==> src/rtl/instruction_fetch.sv <==
`default_nettype none
// +----------------------------------------------------------------------------+
// | Module      : instruction_fetch                                            |
// | Description : RV32I fetch stage. Sequences the PC, reads a 1-cycle sync    |
// |               imem, buffers {instr, pc} in a DEPTH-entry FIFO for decode.  |
// |               Optional macro FETCH_MISALIGN_CHECK_EN halts on misaligned   |
// |               redirect targets and raises fetch_misaligned.                |
// | Revision    : 1.0  initial release                                         |
// +----------------------------------------------------------------------------+
module instruction_fetch #(
  parameter logic [31:0] RESET_PC = 32'h0000_0000,
  parameter int          DEPTH    = 2
) (
  input  logic        clk,
  input  logic        rst,
  output logic        imem_req,
  output logic [31:0] imem_addr,
  input  logic [31:0] imem_rdata,
  output logic        instr_valid,
  output logic [31:0] instr,
  output logic [31:0] instr_pc,
  input  logic        instr_ready,
  input  logic        redirect,
  input  logic [31:0] redirect_pc,
  output logic        fetch_misaligned
);

  localparam int            C_AW    = $clog2(DEPTH);
  localparam logic [C_AW:0] C_DEPTH = (C_AW+1)'(DEPTH);
  localparam logic [31:0]   C_STEP  = 32'd4;

`ifdef FETCH_MISALIGN_CHECK_EN
  typedef enum logic [0:0] {
    ST_RUN  = 1'b0,
    ST_HALT = 1'b1
  } state_t;

  state_t r_state;
  logic   r_fault;
`endif

  logic [31:0]     r_fetch_pc;
  logic            r_inflight;
  logic [31:0]     r_inflight_pc;
  logic [31:0]     r_buf_instr [DEPTH];
  logic [31:0]     r_buf_pc    [DEPTH];
  logic [C_AW-1:0] r_rd_ptr;
  logic [C_AW-1:0] r_wr_ptr;
  logic [C_AW:0]   r_count;

  logic            w_pop;
  logic            w_push;
  logic            w_misalign;
  logic            w_halted;
  logic            w_issue;
  logic [C_AW:0]   w_occ;
  logic [31:0]     w_target;

  assign w_target = {redirect_pc[31:2], 2'b00};

`ifdef FETCH_MISALIGN_CHECK_EN
  assign w_misalign       = redirect && (redirect_pc[1:0] != 2'b00);
  assign w_halted         = (r_state == ST_HALT);
  assign fetch_misaligned = r_fault;
`else
  assign w_misalign       = 1'b0;
  assign w_halted         = 1'b0;
  assign fetch_misaligned = 1'b0;
`endif

  assign instr_valid = (r_count != '0);
  assign instr       = instr_valid ? r_buf_instr[r_rd_ptr] : 32'h0;
  assign instr_pc    = instr_valid ? r_buf_pc[r_rd_ptr]    : 32'h0;

  assign w_pop  = instr_valid && instr_ready;
  // Data returning during a redirect belongs to the abandoned path.
  assign w_push = r_inflight && !redirect;

  // Occupancy counts the in-flight read so a slot is reserved for its data.
  assign w_occ   = r_count + (C_AW+1)'(r_inflight) - (C_AW+1)'(w_pop);
  assign w_issue = !w_halted && (w_occ < C_DEPTH);

  assign imem_req  = !rst && (redirect ? !w_misalign : w_issue);
  assign imem_addr = redirect ? w_target : r_fetch_pc;

  always_ff @(posedge clk) begin
    if (w_push) begin
      r_buf_instr[r_wr_ptr] <= imem_rdata;
      r_buf_pc[r_wr_ptr]    <= r_inflight_pc;
    end
  end

  always_ff @(posedge clk or posedge rst) begin
    if (rst) begin
      r_fetch_pc    <= RESET_PC;
      r_inflight    <= 1'b0;
      r_inflight_pc <= 32'h0;
      r_rd_ptr      <= '0;
      r_wr_ptr      <= '0;
      r_count       <= '0;
`ifdef FETCH_MISALIGN_CHECK_EN
      r_state       <= ST_RUN;
      r_fault       <= 1'b0;
`endif
    end else if (redirect) begin
      r_rd_ptr <= '0;
      r_wr_ptr <= '0;
      r_count  <= '0;
`ifdef FETCH_MISALIGN_CHECK_EN
      if (w_misalign) begin
        r_state    <= ST_HALT;
        r_fault    <= 1'b1;
        r_inflight <= 1'b0;
      end else begin
        r_state       <= ST_RUN;
        r_fault       <= 1'b0;
        r_fetch_pc    <= w_target + C_STEP;
        r_inflight    <= 1'b1;
        r_inflight_pc <= w_target;
      end
`else
      r_fetch_pc    <= w_target + C_STEP;
      r_inflight    <= 1'b1;
      r_inflight_pc <= w_target;
`endif
    end else begin
      if (w_push) begin
        r_wr_ptr <= r_wr_ptr + C_AW'(1);
      end
      if (w_pop) begin
        r_rd_ptr <= r_rd_ptr + C_AW'(1);
      end
      r_count <= r_count + (C_AW+1)'(w_push) - (C_AW+1)'(w_pop);
      if (w_issue) begin
        r_fetch_pc    <= r_fetch_pc + C_STEP;
        r_inflight    <= 1'b1;
        r_inflight_pc <= r_fetch_pc;
      end else begin
        r_inflight    <= 1'b0;
      end
    end
  end

endmodule
`default_nettype wire

==> config.mk <==
export PLATFORM = sky130hd
export DESIGN_NAME = instruction_fetch
export DESIGN_NICKNAME = d
export VERILOG_FILES = /design/src/rtl/instruction_fetch.sv
export SDC_FILE = /design/constraint.sdc
export NUM_CORES = 1
export LEC_CHECK = 0
export ABC_AREA = 1
export BUFFER_PORTS_ARGS = -buffer_cell sky130_fd_sc_hd__clkbuf_2
export CAP_MARGIN = 40
export CORE_MARGIN = 2
export CORE_UTILIZATION = 35
export CTS_CLUSTER_SIZE = 20
export DETAILED_ROUTE_END_ITERATION = 6
export HOLD_SLACK_MARGIN = 0.05
export PLACE_DENSITY = 0.55
export SETUP_SLACK_MARGIN = 0.4
export SYNTH_ARGS = -nofsm -noshare
export SYNTH_HDL_FRONTEND = slang
export SYNTH_SLANG_ARGS = --single-unit
==> constraint.sdc <==
create_clock -name clk -period 3.95 [get_ports clk]
set_input_delay 0.1975 -clock clk [delete_from_list [all_inputs] [get_ports clk]]
set_output_delay 0.1975 -clock clk [all_outputs]
set_load 0.01 [all_outputs]
==> out/metrics.csv <==
metric,value,unit
hp-class,in2reg,
num_io_pins,167,
post_cts_resized,0,
cts_setup_buffers,0,
syn_avg_cell_area,9.74,sq um
grtUsageMet1,21.6,%
drtIter0Drc,368,
area_growth,23.2,%
grt_pass1_wl,31900,um
gr-usage-met2,25.7,%
die_y,160,um
die_area,25700,sq um
final_util,43.6,%
path_class,reg2out,
maxSlewViolCount,0,
fin_crit,2.75,ns
crit_fanout,33,
grt-busiest-layer,met2,
wl_per_cell,14.2,um
yosys-top-cells-area,"edfxtp_1 (43%), dfrtp_1 (19%), nand2_1 (15%)",
initial_core_util,35.4,%
grt_pass1_vias,6031,
leakagePower,4.59,nW
finalCritPeriodShare,69.7,%
worst_slew_pin_slew,0.783,ns
synth.top_cells.by_count,"nand2_1 (340), edfxtp_1 (124), a21oi_1 (66), dfrtp_1 (65), o21ai_0 (47)",
clk_pin_slew,0.08,ns
grt_max_degree,65,
yosys_warnings,0,
ys_ff_latch,189,
status,"complete, no violations",
synth.top_cell.area_share,43.5,%
r2r_end,r_fetch_pc[30],
rsz0062_at_grt,no,
die_w,160,um
io_buffer_count,159,
drc_errors,0,
gp_congestion,0.855,
clock-sinks,189,
endpoint_kind,output pin,
worst_hold_slack,0.166,ns
antenna_found_initial,0,
ff2ff_path_depth,10,
holdCritStartpoint,redirect_pc[4],
hold_end,r_inflight_pc[4],
r2r-start,r_count[0],
fin_nets,1129,
holdPathStages,5,
synth.most_common_cell,nand2_1,
worstSkewPairLatency,0.43,ns
drive_above_1_share,25.6,%
via_per_inst,4.50,
rows,57,
wirelength,19800,um
core-area,24200,sq um
htree_levels,4,
synth_edf_count,124,
r2r_slack,1.51,ns
fillers,2355,
multi_input_area,2770,sq um
cts_hold_buffers,33,
vias,6285,
seq_area,5350,sq um
grt_usage,15.8,%
clock_path_buffers,2,
fin_worst_skew,0.0126,ns
syn_area,8560,sq um
async_flop_share,34.4,%
synth_cell_types,35,
synthCells,879,
fin_tns_setup,0,ns
clock.fmax,0.363,GHz
ir_drop,0.000431,V
use_met3,3.72,%
powerDensity,701,nW/um^2
yosys_most_used_dff,edfxtp_1,
grt-ovfl-total,0,
finalSetupViolations,0,
crit_arrival,2.56,ns
relSlewSlack,47.7,%
start_kind,flop,
hold_viol,0,
cts_tree,yes,
antenna_left,0,
max_cap_violations,0,
cts_made_buffers,17,
antenna_cells,0,
cp.required,3.75,ns
yosysTopAreaCell,edfxtp_1,
hpwlAfterDp,13000,um
root_buffer,clkbuf_16,
firstDrtPassIters,5,
yosysSeqAreaShare,62.5,%
## state kept, by name (all words and copies together) (netlist names)
name           flops
r_buf_instr       64
r_buf_pc          60
r_fetch_pc        30
r_inflight_pc     30
r_count            2
r_inflight         1
r_rd_ptr           1
r_wr_ptr           1
## layout make-up
| type | count | area share (%) |
|---|---|---|
| Sequential cell | 189 | 50.7 |
| Inverter | 50 | 1.85 |
| Tap cell | 324 | 3.84 |
| Clock inverter | 15 | 1.52 |
| Timing Repair Buffer | 201 | 11.8 |
| Clock buffer | 17 | 4.03 |
| Multi-Input combinational cell | 600 | 26.3 |
## routing by layer
layer,vias to the layer above,wire [um]
met2,154,9260
met4,0,179
met5,-,0
met1,2883,9560
li1,3231,-
met3,17,833
## report_power, final
group	switching [mW]	total (mW)	internal [mW]
registers	0.312	3.23	2.92
logic	1.68	2.46	0.778
clock network	0.765	1.71	0.945
total	2.76	7.40	4.64
## cells by family after synthesis
| group | share of synthesized area [%] |
|---|---|
| AO/OA/AOI/OAI | 6.93 |
| XOR/XNOR | 0.511 |
| adder cells (fa/ha/maj) | 0.292 |
| buffers and inverters | 5.61 |
| flip-flops | 62.5 |
| other | 0.0438 |
| AND/OR/NAND/NOR | 24.1 |
## layout by cell type, fill, tap and decap left out, drive strengths merged
cell type | synthesis | final
nand3b | 1 | 1
nor2 | 47 | 47
ha | 2 | 2
clkinvlp | 0 | 2
a21oi | 66 | 66
buf | 28 | 9
o21ai | 48 | 48
bufinv | 0 | 2
o21a | 2 | 2
and2 | 1 | 1
xor2 | 5 | 5
edfxtp | 124 | 124
nand2 | 382 | 382
dfrtp | 65 | 65
nand3 | 36 | 36
or2 | 2 | 2
inv | 50 | 56
dlygate4sd3 | 0 | 33
clkinv | 0 | 5
clkbuf | 16 | 176
conb | 1 | 5
nand4 | 2 | 2
nor3 | 1 | 1
## how the worst max path moves through the flow
stage                    start                end  slack (ns)  cells after the start
finish              r_count[0]           imem_req        1.20                      9
global route        r_count[1]           imem_req        0.97                      9
CTS                 r_count[1]           imem_req        1.11                      9
detailed placement    redirect     r_fetch_pc[10]        1.13                      8
global placement      redirect     r_fetch_pc[10]        1.18                      8
floorplan             redirect  r_buf_instr[0][0]        0.02                      6
## stage by stage
step,instance area [sq um],instances,total power [mW],worst slack (ns)
4_1_cts,10600,1396,7.50,1.11
5_1_grt,10600,1396,7.91,0.967
3_3_place_gp,9620,1330,5.71,1.18
2_1_floorplan,8580,883,4.80,0.0236
3_5_place_dp,9640,1331,5.74,1.13
6_report,10600,1396,7.40,1.20
## critical path: stages, from the launching register on
cell,delay [ns]
dfrtp_1,0.46
nor2_4,0.14
nor2_4,0.06
xor2_1,0.14
nand2_1,0.06
nand2_1,0.05
nand2_2,0.51
inv_2,0.39
nor2_1,0.17
clkbuf_2,0.15
(Power assumes the default switching activity.)
